File: src/rtl/regfile_wr_arbiter.sv
// Round-robin arbiter sharing the single register-file write port between
// NREQ requesters. The winning request is registered and presented on
// we3/a3/wd3 for exactly one cycle; read addresses that hit the write in
// flight are flagged on hz1/hz2.
module regfile_wr_arbiter #(
  parameter  int NREQ = 4,
  parameter  int AW   = 5,
  parameter  int DW   = 32,
  localparam int IDW  = $clog2(NREQ)
) (
  input  logic                 clk,
  input  logic                 rst_n,
  input  logic                 stall,
  input  logic [NREQ-1:0]      req_valid,
  input  logic [NREQ*AW-1:0]   req_addr,
  input  logic [NREQ*DW-1:0]   req_data,
  output logic [NREQ-1:0]      req_ready,
  input  logic [AW-1:0]        a1,
  input  logic [AW-1:0]        a2,
  output logic                 we3,
  output logic [AW-1:0]        a3,
  output logic [DW-1:0]        wd3,
  output logic [IDW-1:0]       gnt_id,
  output logic                 hz1,
  output logic                 hz2
);

  typedef enum logic {
    IDLE = 1'b0,
    WR   = 1'b1
  } state_e;

  state_e          state_q, state_d;
  logic [AW-1:0]   a3_q, a3_d;
  logic [DW-1:0]   wd3_q, wd3_d;
  logic [IDW-1:0]  gnt_id_q, gnt_id_d;
  logic [IDW-1:0]  rr_ptr_q, rr_ptr_d;

  logic            gnt_vld;
  logic [IDW-1:0]  gnt_idx;
  int unsigned     idx;
  logic [IDW-1:0]  idx_w;

  // Round-robin search starting at rr_ptr; grants suppressed by stall or reset
  always_comb begin
    gnt_vld = 1'b0;
    gnt_idx = '0;
    idx     = 0;
    idx_w   = '0;
    for (int unsigned j = 0; j < NREQ; j++) begin
      idx   = (32'(rr_ptr_q) + j) % NREQ;
      idx_w = IDW'(idx);
      if (!gnt_vld && req_valid[idx_w]) begin
        gnt_vld = 1'b1;
        gnt_idx = idx_w;
      end
    end
    if (stall || !rst_n) begin
      gnt_vld = 1'b0;
    end
  end

  // One-hot ready for the winner; independent of the output-stage state
  always_comb begin
    req_ready = '0;
    if (gnt_vld) begin
      req_ready = NREQ'(1) << gnt_idx;
    end
  end

  // Next-state: capture the winner, or drop we3 and hold the last write fields
  always_comb begin
    state_d  = IDLE;
    a3_d     = a3_q;
    wd3_d    = wd3_q;
    gnt_id_d = gnt_id_q;
    rr_ptr_d = rr_ptr_q;
    if (gnt_vld) begin
      state_d  = WR;
      a3_d     = req_addr[gnt_idx*AW +: AW];
      wd3_d    = req_data[gnt_idx*DW +: DW];
      gnt_id_d = gnt_idx;
      rr_ptr_d = (gnt_idx == IDW'(NREQ - 1)) ? '0 : gnt_idx + 1'b1;
    end
  end

  // Output stage and round-robin pointer
  always_ff @(posedge clk or negedge rst_n) begin
    if (!rst_n) begin
      state_q  <= IDLE;
      a3_q     <= '0;
      wd3_q    <= '0;
      gnt_id_q <= '0;
      rr_ptr_q <= '0;
    end else begin
      state_q  <= state_d;
      a3_q     <= a3_d;
      wd3_q    <= wd3_d;
      gnt_id_q <= gnt_id_d;
      rr_ptr_q <= rr_ptr_d;
    end
  end

  assign we3    = (state_q == WR);
  assign a3     = a3_q;
  assign wd3    = wd3_q;
  assign gnt_id = gnt_id_q;
  assign hz1    = we3 & (a1 == a3_q);
  assign hz2    = we3 & (a2 == a3_q);

endmodule

File: config.mk
export PLATFORM = sky130hd
export DESIGN_NAME = regfile_wr_arbiter
export DESIGN_NICKNAME = d
export VERILOG_FILES = /design/src/rtl/regfile_wr_arbiter.sv
export SDC_FILE = /design/constraint.sdc
export NUM_CORES = 1
export LEC_CHECK = 0
export CORE_MARGIN = 2
export CORE_UTILIZATION = 34
export DETAILED_ROUTE_END_ITERATION = 7
export MAX_ROUTING_LAYER = met4
export PLACE_DENSITY = 0.81
export SLEW_MARGIN = 20
export SYNTH_ARGS = -nofsm -noshare
export SYNTH_HDL_FRONTEND = slang
export SYNTH_SLANG_ARGS = --single-unit
File: constraint.sdc
create_clock -name clk -period 2.1 [get_ports clk]
set_input_delay 0.315 -clock clk [delete_from_list [all_inputs] [get_ports clk]]
set_output_delay 0.315 -clock clk [all_outputs]
set_load 0.05 [all_outputs]
[Yosys cells after proc, flatten, opt, wreduce, memory -nomap -nowiden]
Index checks and enable logic that the tools add are counted.
Operators by class
  add/sub/neg operators: 4
  $mul: 1
  magnitude comparators: 4
  eq/ne operators: 3
  shift-type cells: 3
  mux-type cells: 20
  bitwise operators: 2
  reduce and logical (&&, ||, !) cells: 8
Operator list (number)
  variable part select 128 x 8 -> 32 bit: 1
  variable part select 20 x 6 -> 5 bit: 1
  < comparator 2 x 3 -> 1 bit (second input constant): 4
  equality test 5 bit: 2
  2-to-1 mux 1 bit: 10
  2-to-1 mux 2 bit: 5
  binary-select mux 1 bit (select 2 bit): 4
  multiplier 2 x 3 -> 5 bit (second input constant): 1
  adder 2 x 1 -> 2 bit (second input constant): 2
  adder 2 bit (second input constant): 2
  zero test 1 bit: 4
  2-to-1 mux 4 bit: 1
  << shifter 1 x 2 -> 4 bit (first input constant): 1
  logical AND 1 bit: 3
  AND 1 bit: 2
  equality test 2 bit (second input constant): 1
  logical OR 1 bit: 1
Word-level totals
  register bits: 42
  input port bits: 165
  output and inout bits: 46
  logic and storage cells: 50

[Longest topological paths before layout]
  depth in word-level cells: 14
  mapped depth: 8
  gate-level depth less buffers: 7

[Worst setup path before layout]
OpenSTA, ideal clock, no wires.
  kind: in2out
  from: input req_valid[0]
  to: output req_ready[1]
  data arrival time: 2064 ps
  data required time: 1785 ps
  path slack: -279 ps
  stages on the path: 5
  path buffers: 1
  path through: nor2b_2 > nor2_1 > o221ai_2 > buf_4 > nor3_1
Between the ends
  longest elaborated chain between the ends: 14
  elaborated cells on any way between the ends: 25
  those cells by class: 1 x shift; 18 x mux; 6 x reduce/logical
Ends and longest elaborated chain
  from (decl): RTL line 14  | input logic [NREQ-1:0] req_valid,
  binary-select mux 1 bit (select 2 bit): RTL line 53  | if (!gnt_vld && req_valid[idx_w]) begin
  2-to-1 mux 1 bit (not written as such): RTL line 53
  2-to-1 mux 1 bit: RTL line 53
  zero test 1 bit: RTL line 53
  logical AND 1 bit: RTL line 53
  2-to-1 mux 1 bit: RTL line 53
  zero test 1 bit: RTL line 53
  logical AND 1 bit: RTL line 53
  2-to-1 mux 1 bit: RTL line 53
  zero test 1 bit: RTL line 53
  logical AND 1 bit: RTL line 53
  2-to-1 mux 2 bit / 2-to-1 mux 1 bit (equally long branches): RTL line 53
  << shifter 1 x 2 -> 4 bit / 2-to-1 mux 1 bit (equally long branches): RTL line 67, 58
  2-to-1 mux 4 bit (*): RTL line 66  | if (gnt_vld) begin
  to (decl): RTL line 17  | output logic [NREQ-1:0] req_ready,
Every way passes the cells marked *; elsewhere a longest branch is shown, timed or not. The select of a mux whose other input is x is not followed.

[Final worst setup path]
  from: input stall
  to: output req_ready[2]
Between the ends
  longest elaborated chain between the ends: 3
Ends and longest elaborated chain
  from (decl): RTL line 13  | input logic stall,
  logical OR 1 bit: RTL line 58  | if (stall || !rst_n) begin
  2-to-1 mux 1 bit: RTL line 58
  via gnt_vld: RTL line 39  | logic gnt_vld;
  2-to-1 mux 4 bit: RTL line 66
The timed path passes the listed nets, and every way through them passes these cells.

==> load_flow_metrics.sql <==
INSERT INTO impl_metrics (metric_group, metric, value, unit) VALUES
('worst_setup_path', 'data_arrival_at_the_endpoint_of_the_critical_path', '1720', 'ps'),
('placement', 'portBuffers', '210', ''),
('routing', 'ant_nets', '0', ''),
('final_layout', 'layout-drive-gt1-share', '11.2', '%'),
('clock_network', 'ctsHoldBuffers', '0', ''),
('grt', 'grt.overflow.total', '0', ''),
('sta', 'setup_viol_count_final', '0', ''),
('die', 'floorplan.die_area', '8920', 'um^2'),
('placement', 'placed_cells_incl_taps', '568', ''),
('yosys', 'muxShareOfSynthArea', '26.6', '%'),
('final_layout', 'num-nets-final', '640', ''),
('routing', 'drt_pass1_iterations', '4', ''),
('placement', 'place_congestion', '0.851', ''),
('yosys', 'synth.avg_cell_area', '10.8', 'um^2'),
('grt', 'grtUsageTotal', '21.9', '%'),
('yosys', 'synth_top_family_by_area', 'multiplexers', ''),
('yosys', 'postSynthCellCount', '258', ''),
('final_layout', 'reg_area', '1050', 'um^2'),
('routing', 'dr_wl_met2', '5320', 'um'),
('final_layout', 'layout.cells.most_common_list', '199 x sky130_fd_sc_hd__clkdlybuf4s50_1, 74 x sky130_fd_sc_hd__mux2i_1, 43 x sky130_fd_sc_hd__nand2_1, 40 x sky130_fd_sc_hd__dfrtp_1, 33 x sky130_fd_sc_hd__o221ai_1', ''),
('worst_setup_path', 'criticalPathCategory', 'input pin to output pin', ''),
('worst_setup_path', 'cp-end-kind', 'output pin', ''),
('power', 'p_comb_share', '62.9', '%'),
('worst_setup_path', 'worst_path_max_delay_cell', 'sky130_fd_sc_hd__clkdlybuf4s50_1', ''),
('clock_network', 'numCtsBuffers', '5', ''),
('routing', 'wl_met1', '3670', 'um'),
('run_status', 'status', 'complete, no violations', ''),
('clock_network', 'cts_tree', 'built', ''),
('power', 'pwr_density_cell', '1010', 'nW/um^2'),
('sta', 'max_clock_freq', '0.491', 'GHz'),
('yosys', 'synth-seq-cells', '42', ''),
('power', 'power_share_of_the_sequential_group', '24.9', '%'),
('clock_network', 'ctsHtreeMaxLevel', '2', ''),
('power', 'power.switching', '2.36', 'mW'),
('clock_network', 'insertion_delay_of_the_later_clocked_pin_in_the_worst_skew_pair', '290', 'ps'),
('placement', 'place.detailed.hpwl', '7820', 'um'),
('worst_setup_path', 'start_kind', 'input pin', ''),
('clock_network', 'path_clk_slew', '80', 'ps'),
('routing', 'routed_wirelength', '9850', 'um'),
('yosys', 'synth_simple_gate_area_share', '10.0', '%'),
('grt', 'first_global_vias', '3013', ''),
('placement', 'place_ws', '-195', 'ps'),
('worst_setup_path', 'critPathMaxFanout', '6', ''),
('sta', 'grt_setup_unrepaired', 'no', ''),
('grt', 'antenna_found_initial', '0', ''),
('clock_network', 'clockRootBuffer', 'sky130_fd_sc_hd__clkbuf_8', ''),
('die', 'coreArea', '7810', 'um^2'),
('power', 'power.clock.fraction', '12.2', '%'),
('grt', 'grt_max_degree', '43', ''),
('worst_setup_path', 'crit_chain', 'clkdlybuf4s50_1 > nand2b_1 > a21o_1 > inv_2 > nand2_1 > nor2_2 > buf_4', ''),
('sta', 'slew_viol_final', '0', ''),
('yosys', 'yosysSeqAreaShare', '37.8', '%'),
('yosys', 'syn_nets', '424', ''),
('clock_network', 'cts.sinks', '42', ''),
('die', 'die_h', '94.4', 'um'),
('die', 'number_of_rows_created_at_floorplan', '32', ''),
('sta', 'final_min_period_over_clock_period', '96.9', '%'),
('routing', 'top_layer', 'met4', ''),
('yosys', 'synthDistinctLibCells', '31', ''),
('die', 'design.portCount', '211', ''),
('routing', 'number_of_vias_per_cell_after_detailed_routing', '5.14', ''),
('yosys', 'mappedNetlistArea', '2780', 'um^2'),
('worst_setup_path', 'timing.rr.end', 'wd3[13]', ''),
('yosys', 'synth-compound-area-share', '15.3', '%'),
('clock_network', 'cts.path.max_buffers', '2', ''),
('final_layout', 'antenna_cells', '0', ''),
('final_layout', 'layout_commonest_cell', 'sky130_fd_sc_hd__clkdlybuf4s50_1', ''),
('worst_setup_path', 'delay_of_the_slowest_cell_on_the_worst_path', '410', 'ps'),
('sta', 'final-hold-violation-count', '0', ''),
('power', 'vdd_ir_drop_max', '0.636', 'mV'),
('final_layout', 'final.fill_count', '620', '');
[sequential cells by signal, summed over array words and instances (netlist names)]
name,flops
rr_ptr_q,2
wd3,32
we3,1
gnt_id,2
a3,5
[Yosys cell counts, drive strengths merged]
library cell | instances | area, um^2
nor3 | 1 | 5.00
nand2 | 43 | 161
o32a | 1 | 22.5
a21oi | 1 | 5.00
nor2b | 4 | 27.5
a21boi | 1 | 7.51
nand2b | 2 | 20.0
and3 | 2 | 12.5
a21o | 2 | 15.0
xnor2 | 2 | 17.5
ha | 1 | 12.5
inv | 2 | 7.50
dfrtp | 42 | 1050
nor4 | 2 | 12.5
buf | 14 | 148
nor2 | 9 | 33.8
o221ai | 38 | 364
o21ai | 2 | 10.0
clkbuf | 6 | 30.0
mux2i | 74 | 741
and2 | 1 | 6.26
xor2 | 8 | 70.1
[how the worst max path moves through the flow]
| stage | startpoint | end | slack [ps] | depth (start not counted) |
|---|---|---|---|---|
| floorplan | req_valid[2] | req_ready[0] | 80 | 7 |
| global placement | req_valid[0] | wd3[4] | -110 | 8 |
| detailed placement | req_valid[0] | wd3[9] | -190 | 8 |
| CTS | rr_ptr_q[0] | req_ready[3] | 40 | 7 |
| global route | stall | req_ready[2] | 7 | 7 |
| finish | stall | req_ready[2] | 60 | 7 |
[kinds of logic after synthesis]
logic type | after synthesis
AO/OA/AOI/OAI | 45
XOR/XNOR | 10
adder cells (fa/ha/maj) | 1
buffers and inverters | 22
flip-flops | 42
multiplexers | 74
AND/OR/NAND/NOR | 64
[through the flow]
stage               power, mW  area [um^2]  hold WS (ps)  setup TNS (ps)  utilization, %
finish                   5.27         5200           123               0            66.6
global route             5.54         5200           179               0            66.6
CTS                      5.31         5180           138               0            66.3
detailed placement       4.64         5060           458           -5060            64.8
global placement         4.57         5060           458           -2900            64.8
floorplan                3.41         2790          19.4               0               -
[power groups by stage]
stage          Clock (mW)  Combinational, mW  Sequential (mW)
4_1_cts             0.670               3.33             1.31
3_5_place_dp            0               3.32             1.32
5_1_grt             0.704               3.49             1.35
3_3_place_gp            0               3.26             1.31
6_report            0.646               3.31             1.31
2_1_floorplan           0               1.16             2.25
[final cells by class]
class | count | share of cell area, %
Timing Repair Buffer | 229 | 44.5
Multi-Input combinational cell | 194 | 30.5
Sequential cell | 42 | 20.3
Tap cell | 102 | 2.46
Clock buffer | 6 | 1.59
Clock inverter | 1 | 0.578
Inverter | 2 | 0.144
[routing by layer]
| metal | global-route usage, % | vias to the layer above |
|---|---|---|
| li1 | - | 1399 |
| met1 | 23.9 | 1431 |
| met2 | 40.7 | 121 |
| met3 | 4.79 | 9 |
| met4 | 4.47 | 0 |
| met5 | - | - |
[what timing repair did]
action                                  in CTS  in global routing
setup buffers                                0                  1
resized for setup                            9                  5
endpoints found under the setup margin       4                  4
pin swaps                                    1                  2
[critical path: cells and delay by family]
kind,cells,cell delay (ps)
simple gates,3,460
compound gates,1,200
buf+inv,3,750
Note: power is estimated with default switching activity, not from simulation.
